===== config.mk =====
export PLATFORM = sky130hd
export DESIGN_NAME = tt_um_example
export DESIGN_NICKNAME = d
export VERILOG_FILES = /design/src/rtl/tt_example_pkg.sv /design/src/rtl/tt_example_edge_det.sv /design/src/rtl/tt_um_example.sv
export SDC_FILE = /design/constraint.sdc
export NUM_CORES = 1
export LEC_CHECK = 0
export CAP_MARGIN = 20
export CORE_MARGIN = 5
export CORE_UTILIZATION = 30
export DETAILED_ROUTE_END_ITERATION = 10
export PLACE_DENSITY = 0.89
export SLEW_MARGIN = 20
export SYNTH_ARGS = -nofsm -noshare
export SYNTH_HDL_FRONTEND = slang
export SYNTH_SLANG_ARGS = --single-unit

===== constraint.sdc =====
create_clock -name clk -period 2.77 [get_ports clk]
set_input_delay 0.554 -clock clk [delete_from_list [all_inputs] [get_ports clk]]
set_output_delay 0.554 -clock clk [all_outputs]
set_load 0.01 [all_outputs]

===== src/rtl/tt_example_pkg.sv =====
// Shared constants for the tt_um_example input conditioner: uo_out bit map and counter width.
package tt_example_pkg;

    localparam int unsigned Q_BIT    = 0;
    localparam int unsigned RISE_BIT = 1;
    localparam int unsigned FALL_BIT = 2;
    localparam int unsigned TOG_BIT  = 3;
    localparam int unsigned CNT_LSB  = 4;
    localparam int unsigned CNT_W    = 4;

endpackage : tt_example_pkg


===== src/rtl/tt_example_edge_det.sv =====
// Registers the monitored input and flags its rising/falling edges.
// Optional SYNC_STAGE_EN adds a 2-flop synchroniser ahead of the q register.
module tt_example_edge_det (
    input  logic clk,
    input  logic rst_n,
    input  logic ena,
    input  logic s,
    output logic q,
    output logic rise_c,
    output logic fall_c
);

    logic q_q, q_d;
    logic prev_q, prev_d;
    logic s_eff;

`ifdef SYNC_STAGE_EN
    logic [1:0] sync_q, sync_d;

    // Two-stage synchroniser; stalls together with the rest of the state.
    always_comb begin
        sync_d = sync_q;
        if (ena) begin
            sync_d = {sync_q[0], s};
        end
    end

    always_ff @(posedge clk) begin
        if (rst_n) begin
            sync_q <= 2'b00;
        end else begin
            sync_q <= sync_d;
        end
    end

    assign s_eff = sync_q[1];
`else
    assign s_eff = s;
`endif

    always_comb begin
        q_d    = q_q;
        prev_d = prev_q;
        if (ena) begin
            q_d    = s_eff;
            prev_d = q_q;
        end
    end

    // rst_n is the harness name; reset is active-high and synchronous.
    always_ff @(posedge clk) begin
        if (rst_n) begin
            q_q    <= 1'b0;
            prev_q <= 1'b0;
        end else begin
            q_q    <= q_d;
            prev_q <= prev_d;
        end
    end

    assign q      = q_q;
    assign rise_c = q_q & ~prev_q;
    assign fall_c = ~q_q & prev_q;

endmodule : tt_example_edge_det


===== src/rtl/tt_um_example.sv =====
// TinyTapeout slot: single-bit conditioner with edge pulses, toggle flag and rising-edge counter.
// Define SYNC_STAGE_EN to insert a 2-flop input synchroniser (2 extra edges of latency).
module tt_um_example #(
    parameter int unsigned IN_BIT = 0,
    parameter int unsigned CNT_W  = 4
) (
    input  logic       clk,
    input  logic       rst_n,
    input  logic       ena,
    input  logic [7:0] ui_in,
    output logic [7:0] uo_out,
    input  logic [7:0] uio_in,
    output logic [7:0] uio_out,
    output logic [7:0] uio_oe
);

    import tt_example_pkg::*;

    logic             q;
    logic             rise_c;
    logic             fall_c;
    logic             tog_q, tog_d;
    logic [CNT_W-1:0] cnt_q, cnt_d;
    logic             unused_inputs;

    tt_example_edge_det u_edge_det (
        .clk    (clk),
        .rst_n  (rst_n),
        .ena    (ena),
        .s      (ui_in[IN_BIT]),
        .q      (q),
        .rise_c (rise_c),
        .fall_c (fall_c)
    );

    // Toggle and count once per registered rising edge; counter wraps silently.
    always_comb begin
        tog_d = tog_q;
        cnt_d = cnt_q;
        if (ena && rise_c) begin
            tog_d = ~tog_q;
            cnt_d = cnt_q + CNT_W'(1);
        end
    end

    always_ff @(posedge clk) begin
        if (rst_n) begin
            tog_q <= 1'b0;
            cnt_q <= '0;
        end else begin
            tog_q <= tog_d;
            cnt_q <= cnt_d;
        end
    end

    always_comb begin
        uo_out                     = '0;
        uo_out[Q_BIT]              = q;
        uo_out[RISE_BIT]           = rise_c;
        uo_out[FALL_BIT]           = fall_c;
        uo_out[TOG_BIT]            = tog_q;
        uo_out[CNT_LSB +: CNT_W]   = cnt_q;
    end

    assign uio_out = 8'h00;
    assign uio_oe  = 8'h00;

    assign unused_inputs = ^{uio_in, ui_in};

endmodule : tt_um_example


==> flow_metrics.tcl <==
set metrics [dict create \
    post_dp_cell_area_um2 484.2 \
    diodes 0 \
    firstDrtPassIters 4 \
    clock.fmax_ghz 0.5043 \
    worstPathRequired_ps 2220 \
    grt_setup_unrepaired "no" \
    cp-end-kind "primary output" \
    worst-r2r-cell-count 3 \
    r2r_start "u_edge_det.q$_SDFFE_PP0P_" \
    slowest_stage "clkdlybuf4s50_1" \
    fin_crit_ps 1983 \
    clk_latency_ps 250 \
    coreArea_mm2 0.001454 \
    die_area_mm2 0.002366 \
    synth_warnings 0 \
    initial_core_util_pct 30.81 \
    final_cells 75 \
    multi_input_area_um2 214.0 \
    ys.flop_type "dfxtp_1" \
    utilization_pct 35.11 \
    cts_setup_buffers 0 \
    synth_async_sr_flop_share_pct 0 \
    crit_path_start_kind "flip-flop" \
    reg2reg_slack_ps 1600 \
    fp.dieH_um 48.64 \
    synth_edf_count 0 \
    fin_tns_setup_ps 0 \
    routed_wl_um 765 \
    ir_drop_mv 0.1649 \
    worst-path-buf-inv 1 \
    crit_family "buffers and inverters" \
    final_nets 80 \
    syn2layout_area_growth_pct 13.97 \
    yosys.area.top_type "buf_4" \
    cts.htree.levels 1 \
    grt_pass1_vias 280 \
    clk_pin_slew_ps 50 \
    seq_area_um2 140.1 \
    io_buffers 11 \
    cts.sinks 7 \
    critical_path.cell_chain "nor2b_1 -> clkdlybuf4s50_1" \
    hold_ws_ps 485.8 \
    ant_nets 0 \
    grt_usage_pct 7.620 \
    holdCritPathClass "reg2reg" \
    wl_per_cell_um 10.20 \
    drv_cap 0 \
    synth_commonest_cells "20 x buf_4, 7 x dfxtp_1, 6 x nor2_1" \
    final_layout_size_suffix_gt1_share_pct 6.780 \
    powerDensity_mw_per_mm2 465.6 \
    drc 0 \
    synth.distinct_cells 14 \
    postCtsHoldBufs 0 \
    netlist_area_um2 447.9 \
    place.gp.congestion 0.6458 \
    dp.cells 71 \
    clockBufferDepth 2 \
    min_from "cnt_q[3]$_SDFFE_PP0P_" \
    startpoint "u_edge_det.q$_SDFFE_PP0P_" \
    num_rows 14 \
    globalRouteOverflowTotal 0 \
    grt_pass1_wl_um 1283 \
    cts_tree "built" \
    leakage_nw 0.2465 \
    grt_max_degree 8 \
    worstSetupPathType "reg2out" \
    synth_top_area_share_pct 33.52 \
    ys_seq_area_share_pct 31.28 \
    root_buffer "clkbuf_4" \
    setup-violations-final 0 \
    cp_max_fo 7 \
    cp.arrival_ps 1430 \
    io_pins 43 \
    cts_made_buffers 3 \
    synth-seq-cells 7 \
    final_area_um2 510.5 \
    dp_hpwl_um 626.3 \
    ys_top_cells_by_area "buf_4 34%, dfxtp_1 31%, mux2i_1 6.7%" \
    timing.final.crit_share_pct 71.59 \
    vias_per_cell 4.000 \
    die_w_um 48.64 \
    cts_resized 0 \
    hold_viol_final 0 \
    nFillCells 151 \
    slew_viol_final 0 \
    drt_iter0_drc 3 \
    antenna_found_initial 0 \
    status "finished, final reports clean" \
    vias 300 \
    syn_inst 49 \
    yosys.cell_count.top_type "buf_4" \
    crit_cells 2 \
    slowest_delay_ps 540 \
    syn_area_per_cell_um2 9.141 \
    hold_path_depth 2 \
    clock_skew_ps 0.4119 \
]
## flip-flops by register name (all words and copies together), names as in the netlist
| name | count |
|---|---|
| u_edge_det.prev_q | 1 |
| tog_q | 1 |
| cnt_q | 4 |
| u_edge_det.q | 1 |
## cells by family (layout without fill, tap and decap cells)
group	after synthesis	after routing	synth area share, %
multiplexers	3	3	6.704
XOR/XNOR	3	3	5.867
AND/OR/NAND/NOR	12	12	16.76
adder cells (fa/ha/maj)	1	1	2.793
buffers and inverters	20	15	33.52
AO/OA/AOI/OAI	2	2	2.232
flip-flops	7	7	31.28
other	1	16	0.8372
## cell usage in the layout (no fill, tap or decap)
master           count
clkbuf_4             3
nor2_1               6
xor2_1               3
o21ai_0              1
conb_1              16
ha_1                 1
nand3_1              1
nor2b_1              2
mux2i_1              3
clkbuf_1             1
clkdlybuf4s50_1     11
nand3b_4             1
nand4b_1             1
a21oi_1              1
dfxtp_1              7
or3_1                1
## through the flow
stage | power [mW] | setup WS, ps
after floorplan | 0.1489 | 1524
after global placement | 0.1429 | 927.1
after detailed placement | 0.1440 | 889.7
after CTS | 0.2396 | 768.4
after global routing | 0.2527 | 720.6
final | 0.2377 | 787.0
## cell type report
type	instances	area share, %
repair buffers	11	21.57
flip-flops and latches	7	27.45
clock buffers	4	5.147
well taps	16	3.922
multi-input cells	37	41.91
## report_power, final
group	internal, mW	total (mW)	switching (mW)	leakage [nW]
combinational	0.0149	0.0346	0.0197	0.175
sequential	0.104	0.108	0.00384	0.0568
clock	0.0551	0.0954	0.0403	0.0150
total	0.174	0.238	0.0638	0.246
## layer usage
layer	global-route usage, %	routed length, um	vias up
met2	12.61	405	20
met1	5.214	206	133
li1	-	-	142
met5	0	0	-
met4	6.726	25	0
met3	6.135	126	5
## worst register-to-register path: stages (launching register included)
cell,delay [ps]
dfxtp_1,460
nand3b_4,140
or3_1,360
a21oi_1,140
## path summary, 6_finish.rpt
path	to
hold reg to reg	cnt_q[3]$_SDFFE_PP0P_
hold / removal	cnt_q[3]$_SDFFE_PP0P_
setup reg to reg	cnt_q[3]$_SDFFE_PP0P_
setup / recovery	uo_out[1]
(Power assumes the default switching activity.)
==> patch 1, RTL diff (same settings) <==
`CNT_LSB`: 4 -> 2.
--- a/src/rtl/tt_example_pkg.sv
+++ b/src/rtl/tt_example_pkg.sv
@@ -7,3 +7,3 @@
     localparam int unsigned TOG_BIT  = 3;
-    localparam int unsigned CNT_LSB  = 4;
+    localparam int unsigned CNT_LSB  = 2;
     localparam int unsigned CNT_W    = 4;
Function: changed (a bounded check fails within 4 cycles, from zero or initial values and one cycle with rst_n high).
==> patch 1 against the unedited design <==
- setup slack better by 0.11 ns
- global-route usage is 1.4 points lower
- wire length is 22% lower
- final area is 13% lower
- power is 15% lower
- synthesized area is 10% lower
- sequential cell count is 1 lower
==> patch 1: results (changes against the unedited design) <==
[run_status]
outcome = finished, final reports clean

[place]
numPortBuffers = 9  ; -2
dp_slack_ns = 0.909  ; +0.0191 ns
hpwl_um = 511  ; -18%
place.gp.congestion = 0.679  ; +5.1%

[grt]
grt_pass1_wl_um = 897  ; -30%
grt_usage_pct = 6.24  ; -1.4 points
grt_util_met3_pct = 1.17  ; -5.0 points
met2_usage_pct = 11.0  ; -1.6 points
grt_use_met1_pct = 4.83  ; -0.39 points
grt_max_degree = 7  ; -1
grt_pass1_vias = 236  ; -16%

[power]
p_switching_mw = 0.0513  ; -20%
pg_seq_mw = 0.0916  ; -15%
p_leak_nw = 0.214  ; -13%
p_comb_mw = 0.0300  ; -13%

[drt]
viasPerCell = 3.64  ; -9.1%
wl_met1_um = 188  ; -8.7%
wl_met3_um = 87  ; -31%
routed-wl-met2_um = 300  ; -26%
drt-initial-drc-count = 2  ; -1
wl_per_cell_um = 8.68  ; -15%

[synth]
synthTopCellsByCount = buf_4 (20), dfxtp_1 (6), nor2_1 (5)
yosys-top-cells-area = buf_4 (37%), dfxtp_1 (30%), mux2i_1 (7.5%)
ys.flop_type = dfxtp_1
yosysSeqAreaShare_pct = 29.9  ; -1.4 points
synthArstFlopShare_pct = 0  ; unchanged

[cts]
clk_latency_ns = 0.24
cts_max_path_buffers = 2  ; unchanged
cts_buffers = 3  ; unchanged
root_buffer = clkbuf_4

[setup_path]
crit_path_max_incr_delay_ns = 0.52  ; -0.02 ns
rrSetupSlack_ns = 1.63  ; +0.03 ns
cp_data_arrival_time_ns = 1.32  ; -0.11 ns
crit_fanout = 6  ; -1
worst_r2r_path_depth = 3  ; unchanged

[cells_and_area]
final_layout_size_suffix_gt1_share_pct = 7.41  ; +0.63 points
fillers = 138  ; -8.6%

==> patch 1: cell types whose count changed in the layout (fill, tap and decap cells not counted), sizes merged <==
cell and delta:
and2b +1, clkbuf -1, clkdlybuf4s50 -2, conb +2
dfxtp -1, nor2 -1, nor2b -2, xor2 -1
==> patch 1: worst max path at each step <==
stage	start	end	slack [ns]
finish	u_edge_det.q	uo_out[1]	0.89
floorplan	ena	cnt_q[3]	1.58
global route	u_edge_det.q	uo_out[1]	0.82
CTS	u_edge_det.q	uo_out[1]	0.87
global placement	ena	cnt_q[3]	0.94
detailed placement	ena	cnt_q[3]	0.91
==> patch 1: critical path, delay by kind of cell (launching register included) <==
kind / cells / cell delay, ns
buf+inv: 1 / 0.52
flops: 1 / 0.41
simple gates: 1 / 0.15
==> patch 1: stage by stage <==
stage	utilization, %	instances	hold slack [ns]	power, mW	cell area (µm²)
after global placement	33.0	66	0.465	0.122	424
after floorplan	-	62	0.481	0.132	465
after detailed placement	33.0	66	0.483	0.123	424
after CTS	34.8	69	0.489	0.203	447
final	34.8	69	0.498	0.201	447
after global routing	34.8	69	0.529	0.213	447
==> patch 1: kinds of logic (layout without fill, tap and decap cells) <==
| family | count (synthesis) | count (layout) | synth area share (%) |
|---|---|---|---|
| AND/OR/NAND/NOR | 10 | 10 | 14.3 |
| AO/OA/AOI/OAI | 2 | 2 | 2.49 |
| other | 1 | 18 | 0.934 |
| flip-flops | 6 | 6 | 29.9 |
| multiplexers | 3 | 3 | 7.48 |
| buffers and inverters | 20 | 12 | 37.4 |
| XOR/XNOR | 2 | 2 | 4.36 |
| adder cells (fa/ha/maj) | 1 | 1 | 3.11 |
==> patch 1: area by class of cell <==
type,instances,share of cell area [%]
sequential,6,26.9
timing repair buffer,9,20.2
clock buffer,3,5.04
multi-input combinational,36,43.7
tap,15,4.20
==> patch 2, RTL diff (same settings) <==
Made on the original files. Register the output `uo_out`, with the module's reset; this adds one clock of latency there. The other outputs are not delayed to match.
--- a/src/rtl/tt_um_example.sv
+++ b/src/rtl/tt_um_example.sv
@@ -17,2 +17,4 @@
     import tt_example_pkg::*;
+
+    logic [7:0] uo_d;
 
@@ -56,8 +58,8 @@
     always_comb begin
-        uo_out                     = '0;
-        uo_out[Q_BIT]              = q;
-        uo_out[RISE_BIT]           = rise_c;
-        uo_out[FALL_BIT]           = fall_c;
-        uo_out[TOG_BIT]            = tog_q;
-        uo_out[CNT_LSB +: CNT_W]   = cnt_q;
+        uo_d                       = '0;
+        uo_d[Q_BIT]              = q;
+        uo_d[RISE_BIT]           = rise_c;
+        uo_d[FALL_BIT]           = fall_c;
+        uo_d[TOG_BIT]            = tog_q;
+        uo_d[CNT_LSB +: CNT_W]   = cnt_q;
     end
@@ -69,2 +71,10 @@
 
+    always_ff @(posedge clk) begin
+        if (rst_n) begin
+            uo_out <= '0;
+        end else begin
+            uo_out <= uo_d;
+        end
+    end
+
 endmodule : tt_um_example
Formal check against the unedited RTL: not equivalent (Yosys sat finds a counterexample within 4 cycles, from zero or initial values and one cycle with rst_n high).
==> patch 2 against the unedited design <==
- synthesized area up 39%
- setup slack better by 0.30 ns
- sequential power up 110%
- combinational power down 4%
- wire length up 14%
- final area up 42%
- power up 59%
- count of clock-buffer cells in the layout unchanged
- sequential cell count up 8
- fmax up 18%
- critical endpoint is now uo_out[3]
- largest cell class is now registers
==> patch 2: results (changes against the unedited design) <==
[synth]
yosys-top-cells-area = dfxtp_1 (48%), buf_4 (19%), nor2b_1 (7.1%)
yosysSeqAreaShare_pct = 48.4  ; +17 points
synthTopCellsByCount = buf_4 (16), dfxtp_1 (15), nor2b_1 (7)
ys_warn_count = 0  ; unchanged
synthArstFlopShare_pct = 0  ; unchanged
ys_types = 16  ; +2

[setup_path]
crit_path_max_incr_delay_ns = 0.53
cpLargestDelayFamily = buffers and inverters
crit_slowest_cell = clkdlybuf4s50_1
crit_fanout = 1  ; -6
cp_data_arrival_time_ns = 1.13  ; -0.30 ns

[cells_and_area]
fillers = 210  ; +39%
final_layout_size_suffix_gt1_share_pct = 5.48  ; -1.3 points
reg_top3 = uo_out: 8 flops, cnt_q: 4 flops
final_nets = 94  ; +18%

[cts]
cts_resized = 0  ; unchanged
clk_latency_ns = 0.28  ; +0.03 ns
root_buffer = clkbuf_4
cts_max_path_buffers = 2  ; unchanged
cts-htree-levels = 1  ; unchanged
cts_buffers = 3  ; unchanged
cts_setup_buffers = 0  ; unchanged
path_clk_slew_ns = 0.08  ; +0.03 ns

[drt]
drt-initial-drc-count = 2  ; -1
viasPerCell = 3.77  ; -5.8%
routed_wl_um = 874  ; +14%
drt-pass1-iter-count = 2  ; -2

[grt]
grt_pass1_wl_um = 1330  ; +3.7%
antenna_found_initial = 0  ; unchanged
grt_usage_pct = 5.78  ; -1.8 points
grt_pass1_vias = 320  ; +14%
grt_max_degree = 15  ; +7

[place]
place.gp.congestion = 0.727  ; +13%
hpwl_um = 676  ; +7.9%

[power]
clk-power_mw = 0.121  ; +27%
intPower_mw = 0.290  ; +67%
peakVddDrop_mv = 0.189  ; +15%
p_comb_share_pct = 8.7  ; -5.8 points
p_leak_nw = 0.329  ; +34%
p_comb_mw = 0.0331  ; -4%

[hold_path]
min_path_type = flop to flop

[timing]
finalClockSkew_ns = 0.00234  ; +0.00193 ns

[run_status]
outcome = finished, final reports clean

==> patch 2: changes by cell type after synthesis <==
cell      unedited run  this run
or3_1                1         0
buf_4               20        16
nand2_1              0         1
or4_1                0         1
a21oi_1              1         0
clkbuf_1             0         1
nor3b_1              0         1
nor2b_1              2         7
dfxtp_1              7        15
==> patch 2: final timing paths <==
check | to | from | cells after the start | slack [ns]
worst max-delay path | uo_out[3] | uo_out[3] | 1 | 1.09
worst min-delay path | uo_out[1] | u_edge_det.prev_q | 1 | 0.47
worst max register to register | cnt_q[3] | u_edge_det.q | 3 | 1.57
worst min register to register | uo_out[1] | u_edge_det.prev_q | 1 | 0.47
==> patch 2: cells by family after synthesis <==
logic type               share of synthesized area, %
XOR/XNOR                                         4.23
AND/OR/NAND/NOR                                  19.2
multiplexers                                     4.84
adder cells (fa/ha/maj)                          2.02
flip-flops                                       48.4
AO/OA/AOI/OAI                                   0.806
other                                           0.604
buffers and inverters                            20.0
==> patch 2: layer usage <==
layer  vias to the layer above  part of all wire [%]  routed length [µm]  GRT usage, %
met3                         6                    14                 120          3.26
met4                         0                   4.2                  37          6.25
met5                         -                     0                   0             0
li1                        185                     -                   -             -
met1                       164                    37                 322          5.49
met2                        22                    45                 394          8.28
==> patch 2: through the flow <==
step                      worst slack [ns]  cell area, µm²  hold slack (ns)  instances
after global placement               0.863             697            0.451         96
after CTS                             1.08             723            0.475        100
final                                 1.09             723            0.470        100
after floorplan                       1.54             677            0.435         75
after global routing                  1.04             723            0.495        100
after detailed placement             0.834             697            0.456         96
==> patch 2: cell type report <==
| type | instances | share of cell area (%) |
|---|---|---|
| Sequential cell | 15 | 41.5 |
| Multi-Input combinational cell | 43 | 34.9 |
| Timing Repair Buffer | 11 | 15.2 |
| Tap cell | 27 | 4.67 |
| Clock buffer | 4 | 3.63 |
